$ cat src/rtl/fifo_flow_ctrl.sv
`timescale 1ns/1ps
// fifo_flow_ctrl: valid/ready front end for a strobe-driven FIFO memory stage.
// Guards WRITE/READ with an occupancy count and hides the memory's read latency in a 2-deep output buffer.
module fifo_flow_ctrl #(
  parameter int unsigned WIDTH  = 8,
  parameter int unsigned SIZE_E = 6
) (
  input  logic              CLK,
  input  logic              RST_N,
  input  logic              S_VALID,
  output logic              S_READY,
  input  logic [WIDTH-1:0]  S_DATA,
  output logic              MEM_RST,
  output logic              WRITE,
  output logic [WIDTH-1:0]  D,
  output logic              READ,
  input  logic [WIDTH-1:0]  Q,
  output logic              M_VALID,
  input  logic              M_READY,
  output logic [WIDTH-1:0]  M_DATA,
  output logic [SIZE_E+1:0] COUNT,
  output logic              EMPTY
);

  localparam int unsigned CW    = SIZE_E + 1;
  localparam int unsigned NW    = SIZE_E + 2;
  localparam int unsigned DEPTH = 1 << SIZE_E;
  localparam logic [CW-1:0] DEPTH_C = CW'(DEPTH);

  logic [CW-1:0]    mem_cnt_q, mem_cnt_d;
  logic             rip_q, rip_d;
  logic [1:0]       o_cnt_q, o_cnt_d;
  logic [WIDTH-1:0] ob0_q, ob0_d;
  logic [WIDTH-1:0] ob1_q, ob1_d;

  logic             write_c;
  logic             read_c;
  logic             pop_c;
  logic [2:0]       o_proj_c;
  logic [1:0]       o_after_pop_c;

  // Handshake decode; S_READY depends on registered state only.
  always_comb begin
    S_READY  = (mem_cnt_q != DEPTH_C);
    M_VALID  = (o_cnt_q != 2'd0);
    M_DATA   = ob0_q;
    pop_c    = M_VALID & M_READY;
    write_c  = S_VALID & S_READY & RST_N;
    o_proj_c = 3'(o_cnt_q) + 3'(rip_q) - 3'(pop_c);
    // A read is issued only if its word is guaranteed a free buffer slot.
    read_c   = (mem_cnt_q != '0) && (o_proj_c < 3'd2);
  end

  assign WRITE   = write_c;
  assign READ    = read_c;
  assign D       = S_DATA;
  assign MEM_RST = ~RST_N;
  assign COUNT   = NW'(mem_cnt_q) + NW'(rip_q) + NW'(o_cnt_q);
  assign EMPTY   = (COUNT == '0);

  // Next-state: memory occupancy, read-in-flight flag, output buffer.
  always_comb begin
    mem_cnt_d     = mem_cnt_q + CW'(write_c) - CW'(read_c);
    rip_d         = read_c;
    ob0_d         = ob0_q;
    ob1_d         = ob1_q;
    o_after_pop_c = o_cnt_q;
    if (pop_c) begin
      ob0_d         = ob1_q;
      o_after_pop_c = o_cnt_q - 2'd1;
    end
    if (rip_q) begin
      if (o_after_pop_c == 2'd0) begin
        ob0_d = Q;
      end else begin
        ob1_d = Q;
      end
    end
    o_cnt_d = o_after_pop_c + 2'(rip_q);
  end

  always_ff @(posedge CLK or negedge RST_N) begin
    if (!RST_N) begin
      mem_cnt_q <= '0;
      rip_q     <= 1'b0;
      o_cnt_q   <= 2'd0;
      ob0_q     <= '0;
      ob1_q     <= '0;
    end else begin
      mem_cnt_q <= mem_cnt_d;
      rip_q     <= rip_d;
      o_cnt_q   <= o_cnt_d;
      ob0_q     <= ob0_d;
      ob1_q     <= ob1_d;
    end
  end

endmodule
$ cat config.mk
export PLATFORM = sky130hd
export DESIGN_NAME = fifo_flow_ctrl
export DESIGN_NICKNAME = d
export VERILOG_FILES = /design/src/rtl/fifo_flow_ctrl.sv
export SDC_FILE = /design/constraint.sdc
export NUM_CORES = 1
export LEC_CHECK = 0
export ABC_AREA = 1
export CAP_MARGIN = 20
export CORE_UTILIZATION = 25
export CTS_CLUSTER_SIZE = 28
export DETAILED_ROUTE_END_ITERATION = 12
export HOLD_SLACK_MARGIN = 0.12
export PLACE_DENSITY = 0.58
export SYNTH_ARGS = -nofsm -noshare
export SYNTH_HDL_FRONTEND = slang
export SYNTH_SLANG_ARGS = --single-unit
$ cat constraint.sdc
create_clock -name CLK -period 4.92 [get_ports CLK]
set_input_delay 0.984 -clock CLK [delete_from_list [all_inputs] [get_ports CLK]]
set_output_delay 0.984 -clock CLK [all_outputs]
set_load 0.02 [all_outputs]
==> metrics, run 1 <==
leakage power 1.16 nW; EDFF count, synth 0; DP Cell Count 336; GR Overflow Total 0; Resized Gates After CTS 0; Crit Path Max Fanout 10; # fillers 727; relative slew slack 76.6%; routed length per instance 10.2 um; ys flop type dfrtp_1; total area of sequential cells 651 um^2; drt pass-1 iters 4; FF-to-FF End mem_cnt_q[6]; post-DR vias/cell 3.95; placer congestion estimate 0.783; final non-filler cell total 340; antenna-violating nets left 0; area leader, netlist dfrtp_1; hold slack final 494 ps; asr flop ratio synth 100%; final hold violations 0; Max Slew Vio Count 0; synth warn 0; hold buffers post-CTS 0; crit start category input port; worst vdd ir 0.000183 V; crit path DAT 3760 ps; Syn Inst Count 214; R2R setup slack 850 ps; Synthesized Nets 255; Die H 87.7 um; Clock Path Buffers 2; DP HPWL 2740 um; Clock Skews 1.36 ps; critical path required time 3940 ps; Final Power 1.85 mW; DIE WIDTH 87.7 um; DRC 0; CP Class input port to output port; initial antenna violation count 0; CTS tree done; GRT Overall Usage 9.79%; worst-margin pin slew 351 ps; top cells by count, synth 59 x nand2_1, 37 x inv_1, 26 x dfrtp_1, 17 x ha_1, 16 x o21ai_2; clk_lat worst skew 270 ps; via count 1344; worst flop-to-flop path startpoint o_cnt_q[1]; 1st-iter DRT viols 50; FP Rows 30; area delta synth->final 24.9%; CTS Root Cell clkbuf_8; register clock-pin slew on the reported worst setup and hold paths 90 ps; layout cells sized above 1 13.5%; Cell variety after synth 25; die area 0.00769 mm^2; Final nets 286; setup tns final 0 ps; largest net degree at the start of global routing 28; Boundary Pins 50; Post-Syn Area 0.00184 mm^2; antenna fix cells 0; vias in the first global route 1342; count leader, synth nand2_1; Buffers on Ports 33; final wirelength 3470 um; area of the multi-input gates 945 um^2; synthesized flop and latch total 26; crit path capture type output port; Worst Hold End ob1_q[4]; CTS H-Tree Depth 1; wire length of the first global-routing pass 5910 um; initial core utilization 26.4%; Hold Path Depth 2; Setup-failing EPs final 0; PwrDens 807 mW/mm^2; main area contributors after synthesis dfrtp_1 35%, nand2_1 12%, ha_1 12%; post-CTS setup buffer count 0; reg2reg path depth 21; Setup crit start M_READY; CTS buffer count 3; Max Clk Rate 211 MHz; status completed; post-synthesis sequential area ratio 35.4%; core footprint 0.00694 mm^2; post-synth top area share 35.4%; syn avg cell area 8.58 um^2; minimum clock period 4750 ps; setup repair after global routing missed its margin no; MaxCap Viol Count 0; Hold Crit Start ob1_q[4]; worst hold path class register to register; Final period util 96.5%; clock sinks 26
## through the flow
step           setup WS, ps  cell area (um^2)  utilization, %
4_1_cts                 122              2290            33.0
3_3_place_gp            181              2220            32.0
6_report                172              2290            33.0
5_1_grt                20.7              2290            33.0
3_5_place_dp            130              2220            32.0
2_1_floorplan           533              1840               -
## how the worst max path moves through the flow
stage | endpoint | slack, ps | cells past startpoint
after floorplan | mem_cnt_q[6] | 530 | 18
after global placement | READ | 180 | 11
after detailed placement | READ | 130 | 11
after CTS | READ | 120 | 11
after global routing | READ | 20 | 11
final | READ | 170 | 11
## registers in the layout (all words and copies together) (netlist names)
| name | cells |
|---|---|
| M_DATA | 8 |
| mem_cnt_q | 7 |
| o_cnt_q | 2 |
| ob1_q | 8 |
| rip_q | 1 |
## cell families after synthesis
kind of cell    count (synthesis)  share of synthesized area [%]
xor+xnor                        7                           3.34
simple gates                   86                           22.0
flops                          26                           35.4
compound gates                 25                           10.2
buf+inv                        49                           13.1
fa+ha+maj                      21                           16.0
## per-layer routing
metal | GRT usage (%) | vias to the layer above | routed length (um)
li1 | - | 717 | -
met1 | 13.0 | 602 | 1690
met2 | 16.1 | 20 | 1610
met3 | 1.13 | 5 | 100
met4 | 4.47 | 0 | 69
met5 | 0 | - | 0
## area by class of cell
class | count | area share [%]
multi-input cells | 139 | 41.2
flip-flops and latches | 26 | 28.4
repair buffers | 36 | 15.4
inverters | 39 | 6.71
well taps | 96 | 5.24
clock buffers | 3 | 1.80
clock inverters | 1 | 1.31
## power breakdown
part | internal [mW] | switching [mW] | total [mW] | leakage [nW]
Combinational | 0.543 | 0.710 | 1.25 | 0.802
Clock | 0.109 | 0.0698 | 0.179 | 0.0357
Sequential | 0.328 | 0.0903 | 0.419 | 0.320
Total | 0.980 | 0.870 | 1.85 | 1.16
## critical path, stage by stage
cell             delay [ps]
clkdlybuf4s50_1         500
nand2_4                  80
inv_8                   100
ha_1                    240
inv_1                    60
ha_1                    200
fa_1                    430
a21oi_1                 110
o21ai_0                  90
a31oi_1                 290
clkdlybuf4s50_1         670
## layout by cell type (no fill, tap or decap), drive strengths merged
cell           synthesis  routed
clkdlybuf4s50          0      33
nand3                 11      11
clkbuf                 0       3
fa                     4       4
nand2                 65      65
buf                   10       3
dfrtp                 26      26
a21oi                  6       6
nand3b                 1       1
nor2                   7       7
nand4                  2       2
o21ai                 18      18
a31oi                  1       1
bufinv                 0       1
xnor2                  1       1
xor2                   6       6
ha                    17      17
inv                   39      39
(Power assumes the default switching activity.)
==> inputs of run 2 (changes only) <==
Settings changed: SETUP_SLACK_MARGIN set to 0.4.
==> run 2 against run 1 <==
  * Sequential share of layout area is 0.077 points lower
  * First-iteration DRC count decreased by 28%
  * Register-to-register slack improved by 150 ps
  * Design area is 0.27% higher
  * Critical endpoint unchanged
==> metrics, run 2 (synthesized netlist as in run 1, its figures left out) <==
status completed; FP Rows 30 (unchanged); layout cells sized above 1 13.9% (+0.41 points); CTS tree done; commonest non-fill, non-tap cell in the layout nand2_1; clk_lat worst skew 270 ps (about the same); critical path required time 3940 ps (about the same); Clock Skews 1.73 ps (+0.363 ps); area delta synth->final 25.3%; crit path capture type output port; PwrDens 806 mW/mm^2 (about the same); post-DR vias/cell 3.96 (about the same); routed length per instance 10.2 um (about the same); relative slew slack 76.5% (-0.080 points); DRC 0 (unchanged); core footprint 0.00694 mm^2 (unchanged); crit start category input port; crit path DAT 3400 ps (-360 ps); vias in the first global route 1342 (unchanged); minimum clock period 4380 ps (-365 ps); leakage power 1.16 nW (+0.11%); placer congestion estimate 0.783 (unchanged); GR Overflow Total 0 (unchanged); worst hold path class register to register; Setup-failing EPs final 0 (unchanged); antenna-violating nets left 0 (unchanged); Boundary Pins 50 (unchanged); initial antenna violation count 0 (unchanged); final wirelength 3470 um (about the same); R2R setup slack 1000 ps (+150 ps); register clock-pin slew on the reported worst setup and hold paths 90 ps (about the same); CTS buffer count 3 (unchanged); DP Cell Count 336 (unchanged); DIE WIDTH 87.7 um (unchanged); hold slack final 494 ps (-0.00900 ps); antenna fix cells 0 (unchanged); Max Slew Vio Count 0 (unchanged); Final period util 89.1% (-7.4 points); die area 0.00769 mm^2 (unchanged); MaxCap Viol Count 0 (unchanged); worst vdd ir 0.000184 V (+0.57%); setup repair after global routing missed its margin no; initial core utilization 26.4% (unchanged); CP Class input port to output port; largest net degree at the start of global routing 28 (unchanged); wire length of the first global-routing pass 5920 um (+0.12%); Clock Path Buffers 2 (unchanged); 1st-iter DRT viols 36 (-28%); fin util 33.1% (+0.090 points); Crit Path Max Fanout 10 (unchanged); drt pass-1 iters 4 (unchanged); dpl ws 130 ps (unchanged); worst-margin pin slew 352 ps (+1.19 ps); Resized Gates After CTS 1 (+1); setup ws final 538 ps (+365 ps); Final nets 286 (unchanged); GRT Overall Usage 9.81% (+0.020 points); Die H 87.7 um (unchanged); commonest non-fill, non-tap cells in the layout 59 x nand2_1, 37 x inv_1, 32 x clkdlybuf4s50_1; final hold violations 0 (unchanged); DP HPWL 2740 um (unchanged); CTS Root Cell clkbuf_8; clock sinks 26 (unchanged); via count 1345 (+0.074%); Max Clk Rate 228 MHz (+8.3%); post-CTS setup buffer count 0 (unchanged); setup tns final 0 ps (unchanged); CTS H-Tree Depth 1 (unchanged); Buffers on Ports 33 (unchanged); final non-filler cell total 340 (unchanged); hold buffers post-CTS 0 (unchanged)
[run 2: cell count changes in the layout (fill, tap and decap cells not counted)]
cell             before  now
o21ai_0               2    1
o21ai_1               0    1
clkdlybuf4s50_1      33   32
a31oi_2               0    1
a31oi_1               1    0
clkdlybuf4s15_1       0    1
[run 2: critical path: stages]
cell             delay [ps]
clkdlybuf4s50_1         500
nand2_4                  80
inv_8                   100
ha_1                    240
inv_1                    60
ha_1                    200
fa_1                    430
a21oi_1                 110
o21ai_0                 110
a31oi_2                 240
clkdlybuf4s15_1         340
[run 2: report_power, final]
part	switching (mW)	total (mW)	internal [mW]
clock	0.0698	0.179	0.109
combinational	0.715	1.26	0.542
sequential	0.0905	0.419	0.328
[run 2: final timing paths]
kind | startpoint | to | cells after the start
hold reg to reg | ob1_q[4] | ob1_q[4] | 2
setup / recovery | M_READY | READ | 11
setup reg to reg | o_cnt_q[1] | mem_cnt_q[6] | 21
hold / removal | ob1_q[4] | ob1_q[4] | 2
min in group asynchronous | RST_N | mem_cnt_q[3] | 2
max in group asynchronous | RST_N | ob1_q[2] | 2
[run 2: per-layer routing]
metal	global-route usage [%]	routed length (um)
met5	0	0
met3	1.13	100
met1	13.0	1690
met4	4.47	69
met2	16.1	1610
[run 2: area by class of cell]
class,count,area [um^2]
Multi-Input combinational cell,139,951
Clock buffer,3,41.3
Tap cell,96,120
Clock inverter,1,30.0
Inverter,39,154
Fill cell,728,4640
Sequential cell,26,651
Timing Repair Buffer,36,353
[run 2: per-stage QoR]
stage | power [mW] | instance area (um^2)
6_report | 1.85 | 2300
5_1_grt | 2.06 | 2300
4_1_cts | 1.87 | 2290
3_5_place_dp | 1.69 | 2220
3_3_place_gp | 1.68 | 2220
2_1_floorplan | 1.31 | 1840
==> inputs of run 3 (changes only) <==
Settings changed: ABC_AREA 1 to unset, PLACE_DENSITY 0.58 to 0.59, REMOVE_ABC_BUFFERS set to 1.
==> run 3 against run 2 <==
  * Sequential share of layout area grew 2.0 points
  * Design area shrank 6.5%
  * Critical endpoint unchanged
  * Global-route usage grew 0.087 points
  * Clock-buffer cell count is the same
  * Critical path type unchanged
  * Cell count shrank 19%
  * Via count shrank 8.5%
  * Register-to-register slack lost 100 ps
  * Utilization grew 0.16 points
  * The run now ends with design-rule violations left
  * Wire length shrank 1.4%
==> metrics, run 3 <==
area delta synth->final 26.6%; synth warn 0 (unchanged); xor-xnor portion of the synthesized cell area 5.67% (+2.3 points); 1st-iter DRT viols 44 (+22%); EDFF count, synth 0 (unchanged); DRC 2 (+2); commonest non-fill, non-tap cells in the layout 32 x clkdlybuf4s50_1, 26 x dfrtp_1, 24 x inv_1; wire length of the first global-routing pass 5710 um (-3.5%); dpl ws 220 ps (+90.2 ps); crit path DAT 3270 ps (-130 ps); core footprint 0.00646 mm^2 (-7.0%); initial core utilization 26.3% (-0.14 points); routed length per instance 12.4 um (+21%); setup tns final 0 ps (unchanged); Setup-failing EPs final 0 (unchanged); synthesized flop and latch total 26 (unchanged); post-synthesis adder-cell area fraction 17.2% (+1.3 points); critical path required time 3940 ps (about the same); die area 0.00713 mm^2 (-7.3%); Final nets 242 (-15%); asr flop ratio synth 100% (unchanged); clock sinks 26 (unchanged); DIE WIDTH 84.4 um (-3.7%); CTS tree done; Post-Syn Area 0.00170 mm^2 (-7.5%); layout cells sized above 1 12.0% (-1.9 points); Syn Inst Count 170 (-21%); worst vdd ir 0.000200 V (+8.8%); FP Rows 29 (-3.3%); commonest non-fill, non-tap cell in the layout clkdlybuf4s50_1; Max Clk Rate 235 MHz (+2.9%); status complete, but fails checks; placer congestion estimate 0.744 (-4.9%); syn avg cell area 9.99 um^2 (+16%); CTS buffer count 3 (unchanged); mux contribution to synthesized area 5.31% (+5.3 points); GR Overflow Total 0 (unchanged); MaxCap Viol Count 0 (unchanged); Clock Path Buffers 2 (unchanged); antenna-violating nets left 0 (unchanged); antenna fix cells 0 (unchanged); leakage power 0.970 nW (-16%); post-synth top area share 38.3% (+2.9 points); met3 track demand over resource 2.16% (+1.0 points); CP Cell Sequence clkdlybuf4s50_1, nand2_2, inv_1, ha_1, inv_1, ha_1, fa_1, nor3_2, dlygate4sd2_1; setup ws final 663 ps (+125 ps); CTS H-Tree Depth 1 (unchanged); Resized Gates After CTS 2 (+1); Max Slew Vio Count 0 (unchanged); main area contributors after synthesis dfrtp_1 38%, ha_1 13%, inv_1 5.3%; ys flop type dfrtp_1; post-synthesis sequential area ratio 38.3% (+2.9 points); post-synthesis simple-gate area fraction 14.4% (-7.6 points); CP Class input port to output port; relative slew slack 51.4% (-25 points); post-synthesis compound-gate area fraction 9.51% (-0.65 points); register clock-pin slew on the reported worst setup and hold paths 90 ps (about the same); largest family of logic cells by synthesized area adder cells; via count 1231 (-8.5%); initial antenna violation count 0 (unchanged); Clock Skews 3.42 ps (+1.69 ps); count leader, synth dfrtp_1; worst hold path class register to register; worst-margin pin slew 728 ps (+376 ps); Final period util 86.5% (-2.5 points); critical path's slowest cell fa_1; CTS Root Cell clkbuf_8; met2 usage 16.9% (+0.79 points); hold buffers post-CTS 0 (unchanged); grt peak-use layer met2; GRT met1 Usage 12.8% (-0.12 points); PwrDens 838 mW/mm^2 (+4.0%); crit start category input port; final hold violations 0 (unchanged); Boundary Pins 50 (unchanged); failing checks design-rule violations; GRT Overall Usage 9.90% (+0.087 points); minimum clock period 4260 ps (-125 ps); post-DR vias/cell 4.44 (+12%); CP Buf/Inv Count 4 (unchanged); Buffers on Ports 33 (unchanged); final wirelength 3420 um (-1.4%); largest net degree at the start of global routing 19 (-32%); drt pass-1 iters 8 (+4); Cell variety after synth 35 (+40%); clk_lat worst skew 270 ps (about the same); area leader, netlist dfrtp_1; Crit Path Max Fanout 3 (-7); # fillers 667 (-8.4%); vias in the first global route 1253 (-6.6%); post-CTS setup buffer count 0 (unchanged); CP max stage delay 460 ps (-40 ps); Die H 84.4 um (-3.7%); cell family with most CP delay adder cells; crit path capture type output port; top cells by count, synth 26 x dfrtp_1, 24 x inv_1, 17 x ha_1, 16 x nand2_1, 11 x nor2_1; setup repair after global routing missed its margin no; DP HPWL 2720 um (-0.50%)
run 3: worst register-to-register path, delay by kind of cell (launching register included):
kind	cells	cell delay, ps
adders and majority gates	7	2060
and+or+nand+nor	5	700
buffers and inverters	6	540
DFF	1	420
AOI/OAI and AO/OA	1	200
run 3: power by group:
group          total [mW]  leakage [nW]  internal [mW]  switching [mW]
Sequential          0.425         0.309          0.336          0.0897
Clock               0.176        0.0357          0.109          0.0673
Combinational        1.20         0.625          0.576           0.625
Total                1.80         0.970           1.02           0.782
run 3: logic make-up (layout without fill, tap and decap cells):
kind of cell | after synthesis | after routing
AND/OR/NAND/NOR | 47 | 47
buffers and inverters | 34 | 64
flip-flops | 26 | 26
AO/OA/AOI/OAI | 23 | 23
adder cells (fa/ha/maj) | 21 | 21
XOR/XNOR | 11 | 11
multiplexers | 8 | 8
run 3: layout make-up:
class	instances	area, um^2	area share (%)
clock buffer	3	41.3	1.92
multi-input combinational	110	890	41.4
clock inverter	1	30.0	1.40
tap	77	96.3	4.48
timing repair buffer	36	352	16.4
inverter	24	90.1	4.19
sequential	26	651	30.3
run 3: metal layers:
| metal | vias to the layer above | share of wire (%) | routed length (um) |
|---|---|---|---|
| met5 | - | 0 | 0 |
| met4 | 0 | 0.35 | 12 |
| met3 | 2 | 4.3 | 147 |
| met2 | 27 | 48 | 1630 |
| met1 | 586 | 48 | 1630 |
| li1 | 616 | - | - |
run 3: through the flow:
| step | instance area, um^2 | utilization (%) | hold WS [ps] | total power, mW | std cells |
|---|---|---|---|---|---|
| 2_1_floorplan | 1630 | - | 479 | 1.23 | 160 |
| 3_3_place_gp | 2070 | 32.1 | 488 | 1.63 | 273 |
| 3_5_place_dp | 2070 | 32.1 | 493 | 1.65 | 273 |
| 4_1_cts | 2150 | 33.3 | 515 | 1.83 | 277 |
| 5_1_grt | 2150 | 33.3 | 536 | 1.96 | 277 |
| 6_report | 2150 | 33.3 | 514 | 1.80 | 277 |
run 3: worst paths after layout:
| path | startpoint | end | slack [ps] | cells after the start |
|---|---|---|---|---|
| worst min-delay path | ob1_q[3] | ob1_q[3] | 510 | 1 |
| min in group asynchronous | RST_N | M_DATA[5] | 1060 | 1 |
| max in group asynchronous | RST_N | mem_cnt_q[1] | 3220 | 2 |
| worst min register to register | ob1_q[3] | ob1_q[3] | 510 | 1 |
| worst max register to register | o_cnt_q[1] | mem_cnt_q[6] | 900 | 19 |
| worst max-delay path | M_READY | READ | 660 | 9 |
